<file path="src/rtl/pipeline_stall_ctrl_pkg.sv">
// Shared types and constants for the pipeline hazard/sequencing controller.
package pipe_ctrl_pkg;

   typedef enum logic [1:0] {
      ST_RUN      = 2'd0,
      ST_MEM_WAIT = 2'd1,
      ST_HALTED   = 2'd2
   } state_e;

   // Bit positions inside the pipeline-register enable vector
   localparam int EN_PC    = 0;
   localparam int EN_IFID  = 1;
   localparam int EN_IDEX  = 2;
   localparam int EN_EXMEM = 3;
   localparam int EN_MEMWB = 4;
   localparam int NUM_REGS = 5;

   localparam int CNT_CYCLE = 0;
   localparam int CNT_STALL = 1;
   localparam int CNT_FLUSH = 2;
   localparam int NUM_CNTS  = 3;

   localparam int DEFAULT_MEM_TIMEOUT = 16;
   localparam int DEFAULT_CNT_W       = 32;

   // Register 0 is hard-wired zero, so a load targeting it never creates a hazard.
   function automatic logic load_use_hazard(
      input logic       memread,
      input logic [4:0] ex_rt,
      input logic [4:0] id_rs,
      input logic [4:0] id_rt,
      input logic       id_uses_rt
   );
      return memread && (ex_rt != 5'd0) &&
             ((ex_rt == id_rs) || (id_uses_rt && (ex_rt == id_rt)));
   endfunction

endpackage

</file>
<file path="src/rtl/pipeline_stall_ctrl_if.sv">
// Hazard inputs, register control strobes and performance counters between datapath and controller.
interface pipeline_stall_ctrl_if #(
   parameter int CNT_W = 32
);
   logic [4:0]       ifid_rs;
   logic [4:0]       ifid_rt;
   logic             ifid_uses_rt;
   logic             idex_memread;
   logic [4:0]       idex_rt;
   logic             ex_branch_taken;
   logic             mem_req;
   logic             mem_ready;
   logic             wb_halt;

   logic             pc_en;
   logic             ifid_en;
   logic             idex_en;
   logic             exmem_en;
   logic             memwb_en;
   logic             ifid_flush;
   logic             idex_flush;
   logic             pc_sel_branch;
   logic             halted;
   logic             mem_err;
   logic [CNT_W-1:0] cycle_count;
   logic [CNT_W-1:0] stall_count;
   logic [CNT_W-1:0] flush_count;

   modport master (
      output ifid_rs, ifid_rt, ifid_uses_rt, idex_memread, idex_rt,
             ex_branch_taken, mem_req, mem_ready, wb_halt,
      input  pc_en, ifid_en, idex_en, exmem_en, memwb_en, ifid_flush, idex_flush,
             pc_sel_branch, halted, mem_err, cycle_count, stall_count, flush_count
   );

   modport slave (
      input  ifid_rs, ifid_rt, ifid_uses_rt, idex_memread, idex_rt,
             ex_branch_taken, mem_req, mem_ready, wb_halt,
      output pc_en, ifid_en, idex_en, exmem_en, memwb_en, ifid_flush, idex_flush,
             pc_sel_branch, halted, mem_err, cycle_count, stall_count, flush_count
   );
endinterface

</file>
<file path="src/rtl/pipeline_stall_ctrl_sat_counter.sv">
// Saturating up-counter with synchronous clear; holds at all-ones instead of wrapping.
module sat_counter #(
   parameter int W = 32
) (
   input  logic         clk,
   input  logic         srst,
   input  logic         inc_i,
   output logic [W-1:0] cnt_o
);
   logic [W-1:0] cnt_q, cnt_d;

   always_comb begin
      cnt_d = cnt_q;
      if (inc_i && (cnt_q != '1)) begin
         cnt_d = cnt_q + W'(1);
      end
   end

   always_ff @(posedge clk) begin
      if (srst) begin
         cnt_q <= '0;
      end else begin
         cnt_q <= cnt_d;
      end
   end

   assign cnt_o = cnt_q;
endmodule

</file>
<file path="src/rtl/pipeline_stall_ctrl.sv">
// 5-stage pipeline hazard controller: load-use stalls, branch flushes, data-memory waits, halt.
module pipeline_stall_ctrl
   import pipe_ctrl_pkg::*;
#(
   parameter int MEM_TIMEOUT = DEFAULT_MEM_TIMEOUT,
   parameter int CNT_W       = DEFAULT_CNT_W
) (
   input  logic                  clk,
   input  logic                  reset,
   pipeline_stall_ctrl_if.slave  bus
);
   localparam int WAIT_W = $clog2(MEM_TIMEOUT + 1);

   state_e              state_q, state_d;
   logic [WAIT_W-1:0]   wait_q, wait_d;
   logic                mem_err_q, mem_err_d;

   logic [NUM_REGS-1:0] en;
   logic                ifid_flush, idex_flush, pc_sel_branch;
   logic [NUM_CNTS-1:0] cnt_inc;
   logic [CNT_W-1:0]    cnt_val [NUM_CNTS];
   logic                hazard, mem_wait;

   assign hazard   = load_use_hazard(bus.idex_memread, bus.idex_rt, bus.ifid_rs,
                                     bus.ifid_rt, bus.ifid_uses_rt);
   assign mem_wait = bus.mem_req && !bus.mem_ready;

   always_ff @(posedge clk) begin
      if (reset) begin
         state_q   <= ST_RUN;
         wait_q    <= '0;
         mem_err_q <= 1'b0;
      end else begin
         state_q   <= state_d;
         wait_q    <= wait_d;
         mem_err_q <= mem_err_d;
      end
   end

   always_comb begin
      state_d       = state_q;
      wait_d        = wait_q;
      mem_err_d     = mem_err_q;
      en            = '1;
      ifid_flush    = 1'b0;
      idex_flush    = 1'b0;
      pc_sel_branch = 1'b0;
      cnt_inc       = '0;
      if (!reset) begin
         unique case (state_q)
            ST_RUN: begin
               cnt_inc[CNT_CYCLE] = 1'b1;
               if (mem_wait) begin
                  en      = '0;
                  state_d = ST_MEM_WAIT;
                  wait_d  = WAIT_W'(1);
               end else begin
                  if (bus.ex_branch_taken) begin
                     pc_sel_branch      = 1'b1;
                     ifid_flush         = 1'b1;
                     idex_flush         = 1'b1;
                     cnt_inc[CNT_FLUSH] = 1'b1;
                  end else if (hazard) begin
                     en[EN_PC]          = 1'b0;
                     en[EN_IFID]        = 1'b0;
                     idex_flush         = 1'b1;
                     cnt_inc[CNT_STALL] = 1'b1;
                  end
                  // MEM/WB stays enabled so the halt instruction's own write lands.
                  if (bus.wb_halt) begin
                     state_d = ST_HALTED;
                  end
               end
            end
            ST_MEM_WAIT: begin
               cnt_inc[CNT_CYCLE] = 1'b1;
               cnt_inc[CNT_STALL] = 1'b1;
               en                 = '0;
               if (bus.mem_ready) begin
                  en      = '1;
                  state_d = ST_RUN;
                  wait_d  = '0;
               end else if (wait_q == WAIT_W'(MEM_TIMEOUT)) begin
                  mem_err_d = 1'b1;
                  state_d   = ST_HALTED;
               end else begin
                  wait_d = wait_q + WAIT_W'(1);
               end
            end
            default: begin
               en = '0;
            end
         endcase
      end
   end

   for (genvar gi = 0; gi < NUM_CNTS; gi++) begin : g_cnt
      sat_counter #(.W(CNT_W)) u_cnt (
         .clk   (clk),
         .srst  (reset),
         .inc_i (cnt_inc[gi]),
         .cnt_o (cnt_val[gi])
      );
   end

   assign bus.pc_en         = en[EN_PC];
   assign bus.ifid_en       = en[EN_IFID];
   assign bus.idex_en       = en[EN_IDEX];
   assign bus.exmem_en      = en[EN_EXMEM];
   assign bus.memwb_en      = en[EN_MEMWB];
   assign bus.ifid_flush    = ifid_flush;
   assign bus.idex_flush    = idex_flush;
   assign bus.pc_sel_branch = pc_sel_branch;
   assign bus.halted        = (state_q == ST_HALTED);
   assign bus.mem_err       = mem_err_q;
   assign bus.cycle_count   = cnt_val[CNT_CYCLE];
   assign bus.stall_count   = cnt_val[CNT_STALL];
   assign bus.flush_count   = cnt_val[CNT_FLUSH];
endmodule
</file>
<file path="src/flat_wrapper.sv">
// flat-port wrapper written by rule: the top's interface ports become plain ports
module pipeline_stall_ctrl_flat import pipe_ctrl_pkg::*;
#(
   parameter int MEM_TIMEOUT = DEFAULT_MEM_TIMEOUT,
   parameter int CNT_W       = DEFAULT_CNT_W
)
  (clk, reset, bus_ifid_rs, bus_ifid_rt, bus_ifid_uses_rt, bus_idex_memread, bus_idex_rt, bus_ex_branch_taken, bus_mem_req, bus_mem_ready, bus_wb_halt, bus_pc_en, bus_ifid_en, bus_idex_en, bus_exmem_en, bus_memwb_en, bus_ifid_flush, bus_idex_flush, bus_pc_sel_branch, bus_halted, bus_mem_err, bus_cycle_count, bus_stall_count, bus_flush_count);
  pipeline_stall_ctrl_if #(.CNT_W(CNT_W)) bus_i ();
  input  logic clk;
  input  logic reset;
  input wire logic [$bits(bus_i.ifid_rs)-1:0] bus_ifid_rs;
  input wire logic [$bits(bus_i.ifid_rt)-1:0] bus_ifid_rt;
  input wire logic [$bits(bus_i.ifid_uses_rt)-1:0] bus_ifid_uses_rt;
  input wire logic [$bits(bus_i.idex_memread)-1:0] bus_idex_memread;
  input wire logic [$bits(bus_i.idex_rt)-1:0] bus_idex_rt;
  input wire logic [$bits(bus_i.ex_branch_taken)-1:0] bus_ex_branch_taken;
  input wire logic [$bits(bus_i.mem_req)-1:0] bus_mem_req;
  input wire logic [$bits(bus_i.mem_ready)-1:0] bus_mem_ready;
  input wire logic [$bits(bus_i.wb_halt)-1:0] bus_wb_halt;
  output wire logic [$bits(bus_i.pc_en)-1:0] bus_pc_en;
  output wire logic [$bits(bus_i.ifid_en)-1:0] bus_ifid_en;
  output wire logic [$bits(bus_i.idex_en)-1:0] bus_idex_en;
  output wire logic [$bits(bus_i.exmem_en)-1:0] bus_exmem_en;
  output wire logic [$bits(bus_i.memwb_en)-1:0] bus_memwb_en;
  output wire logic [$bits(bus_i.ifid_flush)-1:0] bus_ifid_flush;
  output wire logic [$bits(bus_i.idex_flush)-1:0] bus_idex_flush;
  output wire logic [$bits(bus_i.pc_sel_branch)-1:0] bus_pc_sel_branch;
  output wire logic [$bits(bus_i.halted)-1:0] bus_halted;
  output wire logic [$bits(bus_i.mem_err)-1:0] bus_mem_err;
  output wire logic [$bits(bus_i.cycle_count)-1:0] bus_cycle_count;
  output wire logic [$bits(bus_i.stall_count)-1:0] bus_stall_count;
  output wire logic [$bits(bus_i.flush_count)-1:0] bus_flush_count;
  assign bus_i.ifid_rs = bus_ifid_rs;
  assign bus_i.ifid_rt = bus_ifid_rt;
  assign bus_i.ifid_uses_rt = bus_ifid_uses_rt;
  assign bus_i.idex_memread = bus_idex_memread;
  assign bus_i.idex_rt = bus_idex_rt;
  assign bus_i.ex_branch_taken = bus_ex_branch_taken;
  assign bus_i.mem_req = bus_mem_req;
  assign bus_i.mem_ready = bus_mem_ready;
  assign bus_i.wb_halt = bus_wb_halt;
  assign bus_pc_en = bus_i.pc_en;
  assign bus_ifid_en = bus_i.ifid_en;
  assign bus_idex_en = bus_i.idex_en;
  assign bus_exmem_en = bus_i.exmem_en;
  assign bus_memwb_en = bus_i.memwb_en;
  assign bus_ifid_flush = bus_i.ifid_flush;
  assign bus_idex_flush = bus_i.idex_flush;
  assign bus_pc_sel_branch = bus_i.pc_sel_branch;
  assign bus_halted = bus_i.halted;
  assign bus_mem_err = bus_i.mem_err;
  assign bus_cycle_count = bus_i.cycle_count;
  assign bus_stall_count = bus_i.stall_count;
  assign bus_flush_count = bus_i.flush_count;
  pipeline_stall_ctrl #(.MEM_TIMEOUT(MEM_TIMEOUT), .CNT_W(CNT_W)) u_core (.clk(clk), .reset(reset), .bus(bus_i));
endmodule
</file>
<file path="config.mk">
export PLATFORM = sky130hd
export DESIGN_NAME = pipeline_stall_ctrl_flat
export DESIGN_NICKNAME = d
export VERILOG_FILES = /design/src/rtl/pipeline_stall_ctrl_pkg.sv /design/src/rtl/pipeline_stall_ctrl_if.sv /design/src/rtl/pipeline_stall_ctrl_sat_counter.sv /design/src/rtl/pipeline_stall_ctrl.sv /design/src/flat_wrapper.sv
export SDC_FILE = /design/constraint.sdc
export NUM_CORES = 1
export LEC_CHECK = 0
export ABC_AREA = 1
export BUFFER_PORTS_ARGS = -buffer_cell sky130_fd_sc_hd__buf_4
export CORE_AREA = 2 2 142 144
export DETAILED_ROUTE_END_ITERATION = 12
export DIE_AREA = 0 0 144 146
export GPL_TIMING_DRIVEN = 0
export PLACE_DENSITY = 0.58
export SLEW_MARGIN = 20
export SYNTH_ARGS = -nofsm -noshare
export SYNTH_HDL_FRONTEND = slang
export SYNTH_SLANG_ARGS = --single-unit
</file>
<file path="constraint.sdc">
create_clock -name clk -period 2.59 [get_ports clk]
set_input_delay 0.259 -clock clk [delete_from_list [all_inputs] [get_ports clk]]
set_output_delay 0.259 -clock clk [all_outputs]
set_load 0.05 [all_outputs]
</file>
==> summary.md, run 1 <==
| Metric | Value |
|---|---|
| Clock buffer count from CTS | 9 |
| Total gr overflow | 0 |
| Period utilization | 0.914 |
| Antenna violations before repair | 0 |
| Combinational power share | 0.154 |
| Final WS setup | 0.222 ns |
| Final antenna-violating net count | 0 |
| Die Span X | 144 um |
| Worst rel slew slack | 0.562 |
| Clk network pwr share | 0.377 |
| Clk slew on worst S/H paths | 0.07 ns |
| Simple-gate area share of the yosys netlist | 0.420 |
| Post-CTS setup buffers | 0 |
| HPWL Detailed | 16,700 um |
| Hold crit path type | in2reg |
| Share of post-route cells with drive strength above 1 | 0.153 |
| Status | finished clean |
| Asr flop ratio synth | 0 |
| Post-route setup TNS | 0 ns |
| CTS tree | yes |
| Clock Tree Root | clkbuf_16 |
| Compound-Gate Fraction of Synth Area | 0.0880 |
| Commonest cells after routing, fill and taps aside | nand2_1 (344), buf_4 (141), nor2_1 (128) |
| Unique masters post-synth | 35 |
| Antenna diodes | 0 |
| Post-synth EDFFs | 0 |
| Number of H-tree levels | 3 |
| Switch Pwr | 1.06 mW |
| Largest family of logic cells by synthesized area | simple AND/OR/NAND/NOR gates |
| First-pass GRT wire length | 34,500 um |
| Final Wtd Congestion | 0.957 |
| Clk_skew | 0.00937 ns |
| DRC viols | 0 |
| Most used flip-flop cell after synthesis | dfxtp_1 |
| Arrival @ worst endpoint | 2.60 ns |
| Die height | 146 um |
| DR iter-0 viols | 397 |
| Peak fanout along the critical path | 10 |
| Placed Area | 0.00798 sq mm |
| #FFs+latches synth | 104 |
| Initial Utilization | 0.346 |
| Worst IR drop on VDD | 0.327 mV |
| Fill cell count | 2,116 |
| Syn-to-layout area delta | 23.6% |
| Critical path type | reg2reg |
| Max Cap Viol | 0 |
| Largest net degree at the start of global routing | 17 |
| Pint | 2.46 mW |
| Post-Synthesis Mean Instance Area | 6.24 sq um |
| Worst skew pair latency | 0.36 ns |
| Nature of the critical path startpoint | flip-flop |
| DR vias/cell | 4.89 |
| Synth Area in Adders | 0.00936 |
| Multiplexer share of the synthesized area | 0 |
| DP Worst Slack | 0.0855 ns |
| Mapped Nets | 1,099 |
| Clock Tree Buf Depth | 2 |
| Detailed Route WL | 21,200 um |
| Number of global-route vias before repair | 6,809 |
| Routed vias | 7,241 |
| Sw frac | 0.301 |
| Yosys warning count | 0 |
| Sequential share of power | 0.469 |
| XOR/XNOR share of the synthesized area | 0.0799 |
| Leak | 3.25 nW |
| Max-slew violation count | 0 |
| Synth Cell Area | 0.00668 sq mm |
| Clk sinks | 104 |
| Die area | 0.0210 sq mm |
| Pwr Density | 427 mW/mm^2 |
| Total track usage | 0.205 |
| # rows | 51 |
| Critical Path Sink Type | flip-flop |
| Sequential area share after synthesis | 0.311 |
| Post-synth top area cell | dfxtp_1 |
| Post-route cell area | 0.00826 sq mm |
| # setup viols final | 0 |
| Post-DR wirelength/cell | 14.3 um |
| Fmax | 422 MHz |
| I/O Pins | 129 |
| Largest cells by area after synthesis | dfxtp_1 (31%), nand2_1 (19%), nor2_1 (7.2%) |
| Leading cell type in the layout, fill and taps excluded | nand2_1 |
| Slew at the pin with the worst max-slew slack | 0.651 ns |
| Fin. Hold Viols | 0 |
| Min cycle time layout | 2.37 ns |
| Critical path data required time | 2.82 ns |
| Core area | 0.0193 sq mm |
| PortBufs | 128 |
| Cell count after synthesis | 1,071 |
| Power, Total | 3.52 mW |
| RSZ-0062 raised after global routing | no |
| Synth top area share | 0.311 |
| DRT Pass-1 Iters | 5 |
| Nets | 1,238 |
==> power by group through the flow <==
| stage | clock network (mW) | logic [mW] | registers [mW] |
|---|---|---|---|
| 3_3_place_gp | 0 | 0.541 | 1.69 |
| 6_report | 1.33 | 0.541 | 1.65 |
| 2_1_floorplan | 0 | 0.332 | 1.72 |
| 3_5_place_dp | 0 | 0.544 | 1.69 |
| 5_1_grt | 1.43 | 0.596 | 1.66 |
| 4_1_cts | 1.37 | 0.545 | 1.65 |
==> flip-flops by register name, indices dropped and copies added (netlist names) <==
register,flops
u_core.state_q,2
u_core.wait_q,5
u_core.g_cnt.u_cnt.cnt_o,96
u_core.bus.mem_err,1
==> repair_timing <==
action                                  CTS  global route
hold buffers                              0             0
endpoints found under the setup margin    0            31
resized for setup                         0             3
==> final cells by class <==
type	count	area, sq um	area share
well taps	265	332	0.0401
repair buffers	128	961	0.116
flip-flops and latches	104	2080	0.252
inverters	106	398	0.0482
clock inverters	4	30.0	0.00364
clock buffers	12	246	0.0298
plain buffers	39	214	0.0259
multi-input cells	822	4000	0.484
==> cell usage after synthesis, drive strengths merged (5+ instances only) <==
cell type / number
nand2: 346
nor2: 133
dfxtp: 104
inv: 104
a21oi: 82
nand4: 56
xor2: 46
nand3: 44
nor3: 40
o21ai: 25
clkbuf: 20
buf: 19
xnor2: 15
nor4: 10
nand3b: 8
ha: 5
nor3b: 5
==> worst paths after layout <==
check,startpoint,slack [ns],to,cells after the start
max,u_core.g_cnt[2].u_cnt.cnt_o[1],0.22,u_core.g_cnt[2].u_cnt.cnt_o[26],12
min,bus_mem_ready,0.23,u_core.state_q[1],4
max reg2reg,u_core.g_cnt[2].u_cnt.cnt_o[1],0.22,u_core.g_cnt[2].u_cnt.cnt_o[26],12
min reg2reg,u_core.g_cnt[0].u_cnt.cnt_o[31],0.49,u_core.g_cnt[0].u_cnt.cnt_o[31],2
==> critical path: stages, from the launching register on <==
cell	delay, ns
dfxtp_1	0.43
ha_1	0.17
buf_2	0.19
inv_1	0.09
nor3_2	0.27
nand2_1	0.17
nor2_2	0.18
nand2_1	0.09
nand2_2	0.16
inv_2	0.11
buf_2	0.22
nand2_1	0.10
a21oi_1	0.06
==> cells by family after synthesis <==
family / Yosys count
AND/OR/NAND/NOR: 643
buffers and inverters: 145
AO/OA/AOI/OAI: 113
flip-flops: 104
XOR/XNOR: 61
adder cells (fa/ha/maj): 5
==> routing by layer <==
layer	part of all wire	global-route usage	wire [um]
met1	0.47	0.279	9910
met2	0.46	0.329	9730
met5	0	0	0
met3	0.053	0.0369	1120
met4	0.019	0.0608	399
==> through the flow <==
step	util	hold slack [ns]	instances
global route	0.427	0.278	1480
CTS	0.427	0.223	1480
finish	0.427	0.227	1480
floorplan	-	0.443	1071
detailed placement	0.413	0.481	1464
global placement	0.413	0.478	1464
(Power assumes the default switching activity.)
==> inputs of run 2 (changes only) <==
--- a/config.mk
+++ b/config.mk
@@ -9,5 +9,5 @@
 export BUFFER_PORTS_ARGS = -buffer_cell sky130_fd_sc_hd__buf_4
-export CORE_AREA = 2 2 142 144
+export CORE_AREA = 2 2 158 129
 export DETAILED_ROUTE_END_ITERATION = 12
-export DIE_AREA = 0 0 144 146
+export DIE_AREA = 0 0 160 131
 export GPL_TIMING_DRIVEN = 0
==> constraint.sdc (replaced) <==
create_clock -name clk -period 2.59 [get_ports clk]
set_input_delay 0.777 -clock clk [delete_from_list [all_inputs] [get_ports clk]]
set_output_delay 0.777 -clock clk [all_outputs]
set_load 0.05 [all_outputs]
==> summary.md, run 2 (same netlist as run 1, synthesis figures left out) <==
| Metric | Value |
|---|---|
| Pint | 2.68 mW |
| Clock buffer count from CTS | 9 |
| Max Cap Viol | 0 |
| Sw frac | 0.293 |
| Sequential share of power | 0.436 |
| DR iter-0 viols | 469 |
| Die area | 0.0210 sq mm |
| Final WS setup | -0.140 ns |
| Clk slew on worst S/H paths | 0.07 ns |
| First-pass GRT wire length | 34,800 um |
| Max FFs per register | 96 |
| RSZ-0062 raised after global routing | yes |
| I/O Pins | 129 |
| Number of global-route vias before repair | 6,527 |
| HPWL Detailed | 17,000 um |
| Reg2reg start | u_core.g_cnt[1].u_cnt.cnt_o[1] |
| Reg-to-reg endpoint | u_core.g_cnt[1].u_cnt.cnt_o[16] |
| R2r worst-path depth | 9 |
| Syn-to-layout area delta | 27.2% |
| DRT Pass-1 Iters | 5 |
| Nature of the critical path startpoint | input port |
| Die height | 131 um |
| Hold crit path type | reg2reg |
| Clock Tree Root | clkbuf_16 |
| Area of the multi-input gates | 0.00406 sq mm |
| Antenna diodes | 0 |
| Clock Tree Buf Depth | 2 |
| Final Wtd Congestion | 0.907 |
| Slew at the pin with the worst max-slew slack | 0.743 ns |
| Max-slew violation count | 0 |
| DRC viols | 0 |
| Worst skew pair latency | 0.36 ns |
| Crit path launch | bus_idex_rt[3] |
| Layout Cells excl Fill | 1,483 |
| Power, Total | 3.79 mW |
| Total track usage | 0.206 |
| Post-CTS Hold Fix Bufs | 0 |
| Leak | 3.36 nW |
| Clk_skew | 0.0111 ns |
| Post-route setup TNS | -0.261 ns |
| Clk network pwr share | 0.404 |
| Period utilization | 1.05 |
| Min cycle time layout | 2.73 ns |
| Initial Utilization | 0.344 |
| Share of post-route cells with drive strength above 1 | 0.180 |
| Combinational power share | 0.160 |
| Fin. Hold Viols | 0 |
| Fmax | 366 MHz |
| Critical path type | in2out |
| Critical Path Sink Type | output port |
| Arrival @ worst endpoint | 1.95 ns |
| Clk sinks | 104 |
| R2R Setup Slk | 0.23 ns |
| Critical path data required time | 1.81 ns |
| Switch Pwr | 1.11 mW |
| Status | finished, violations left |
| Peak fanout along the critical path | 4 |
| Antenna violations before repair | 0 |
| Largest net degree at the start of global routing | 19 |
| Commonest cells after routing, fill and taps aside | nand2_1 (334), buf_4 (131), nor2_1 (124) |
| Pwr Density | 445 mW/mm^2 |
| CTS tree | yes |
| Failing checks | setup timing |
| Nets | 1,242 |
| End of the critical path | bus_pc_en |
| Core area | 0.0195 sq mm |
| Die Span X | 160 um |
| Total gr overflow | 0 |
| Placed cell count | 1,463 |
| Fill cell count | 2,141 |
| Final Core Density | 0.437 |
| Detailed Route WL | 21,600 um |
| Routed vias | 7,272 |
| Leading cell type in the layout, fill and taps excluded | nand2_1 |
| # rows | 46 |
| # setup viols final | 2 |
| Register area | 0.00208 sq mm |
| DR vias/cell | 4.90 |
| Post-DR wirelength/cell | 14.5 um |
| Number of H-tree levels | 3 |
| Worst IR drop on VDD | 0.252 mV |
| Worst rel slew slack | 0.500 |
| Final antenna-violating net count | 0 |
| PortBufs | 128 |
[run 2: cell count changes in the layout (fill, tap and decap cells not counted), sizes merged]
cell	delta
buf	+4
clkbuf	-3
clkinv	+3
clkinvlp	-3
bufinv	+2
inv	+1
[run 2: how the worst min path moves through the flow]
| stage | cells past startpoint | end | slack [ns] | from |
|---|---|---|---|---|
| 6_report | 2 | u_core.bus.mem_err | 0.45 | u_core.bus.mem_err |
| 5_1_grt | 2 | u_core.bus.mem_err | 0.48 | u_core.bus.mem_err |
| 4_1_cts | 2 | u_core.bus.mem_err | 0.46 | u_core.bus.mem_err |
| 3_5_place_dp | 2 | u_core.bus.mem_err | 0.45 | u_core.bus.mem_err |
| 3_3_place_gp | 2 | u_core.bus.mem_err | 0.44 | u_core.bus.mem_err |
| 2_1_floorplan | 2 | u_core.wait_q[1] | 0.46 | u_core.wait_q[1] |
[run 2: final cells by class]
class	instances	share of cell area
clock buffers	9	0.0265
repair buffers	132	0.124
well taps	264	0.0389
clock inverters	7	0.0124
multi-input cells	822	0.477
flip-flops and latches	104	0.245
plain buffers	39	0.0278
inverters	106	0.0483
[run 2: metal layers]
layer  up-vias  track usage  share of wire
met3        17       0.0363          0.061
met4         0       0.0445         0.0088
met2       202        0.315           0.43
met5         -            0              0
met1      3305        0.304           0.50
li1       3748            -              -
[run 2: worst max-delay path, stage by stage]
cell and delay, ns:
buf_6 0.10, nor2_1 0.12, nand3_1 0.14, o21ai_1 0.20, inv_1 0.09, nand2_2 0.09, o21ai_2 0.07, nand2_2 0.13
buf_8 0.11, buf_8 0.13
[run 2: what timing repair did]
action	in CTS	in global routing
gates resized for setup	22	33
pin swaps	13	20
buffers inserted	4	0
endpoints found under the setup margin	6	47
[run 2: power by group through the flow]
stage | sequential, mW | clock [mW] | combinational [mW]
floorplan | 1.72 | 0 | 0.345
global placement | 1.69 | 0 | 0.567
detailed placement | 1.69 | 0 | 0.569
CTS | 1.65 | 1.58 | 0.596
global route | 1.66 | 1.64 | 0.660
finish | 1.65 | 1.53 | 0.606
[run 2: metrics by stage]
step	hold slack, ns	cell area (sq um)	setup slack [ns]
global route	0.482	8500	-0.207
CTS	0.460	8420	-0.172
detailed placement	0.448	8000	-0.365
floorplan	0.464	6710	-0.148
finish	0.454	8500	-0.140
global placement	0.438	8000	-0.363
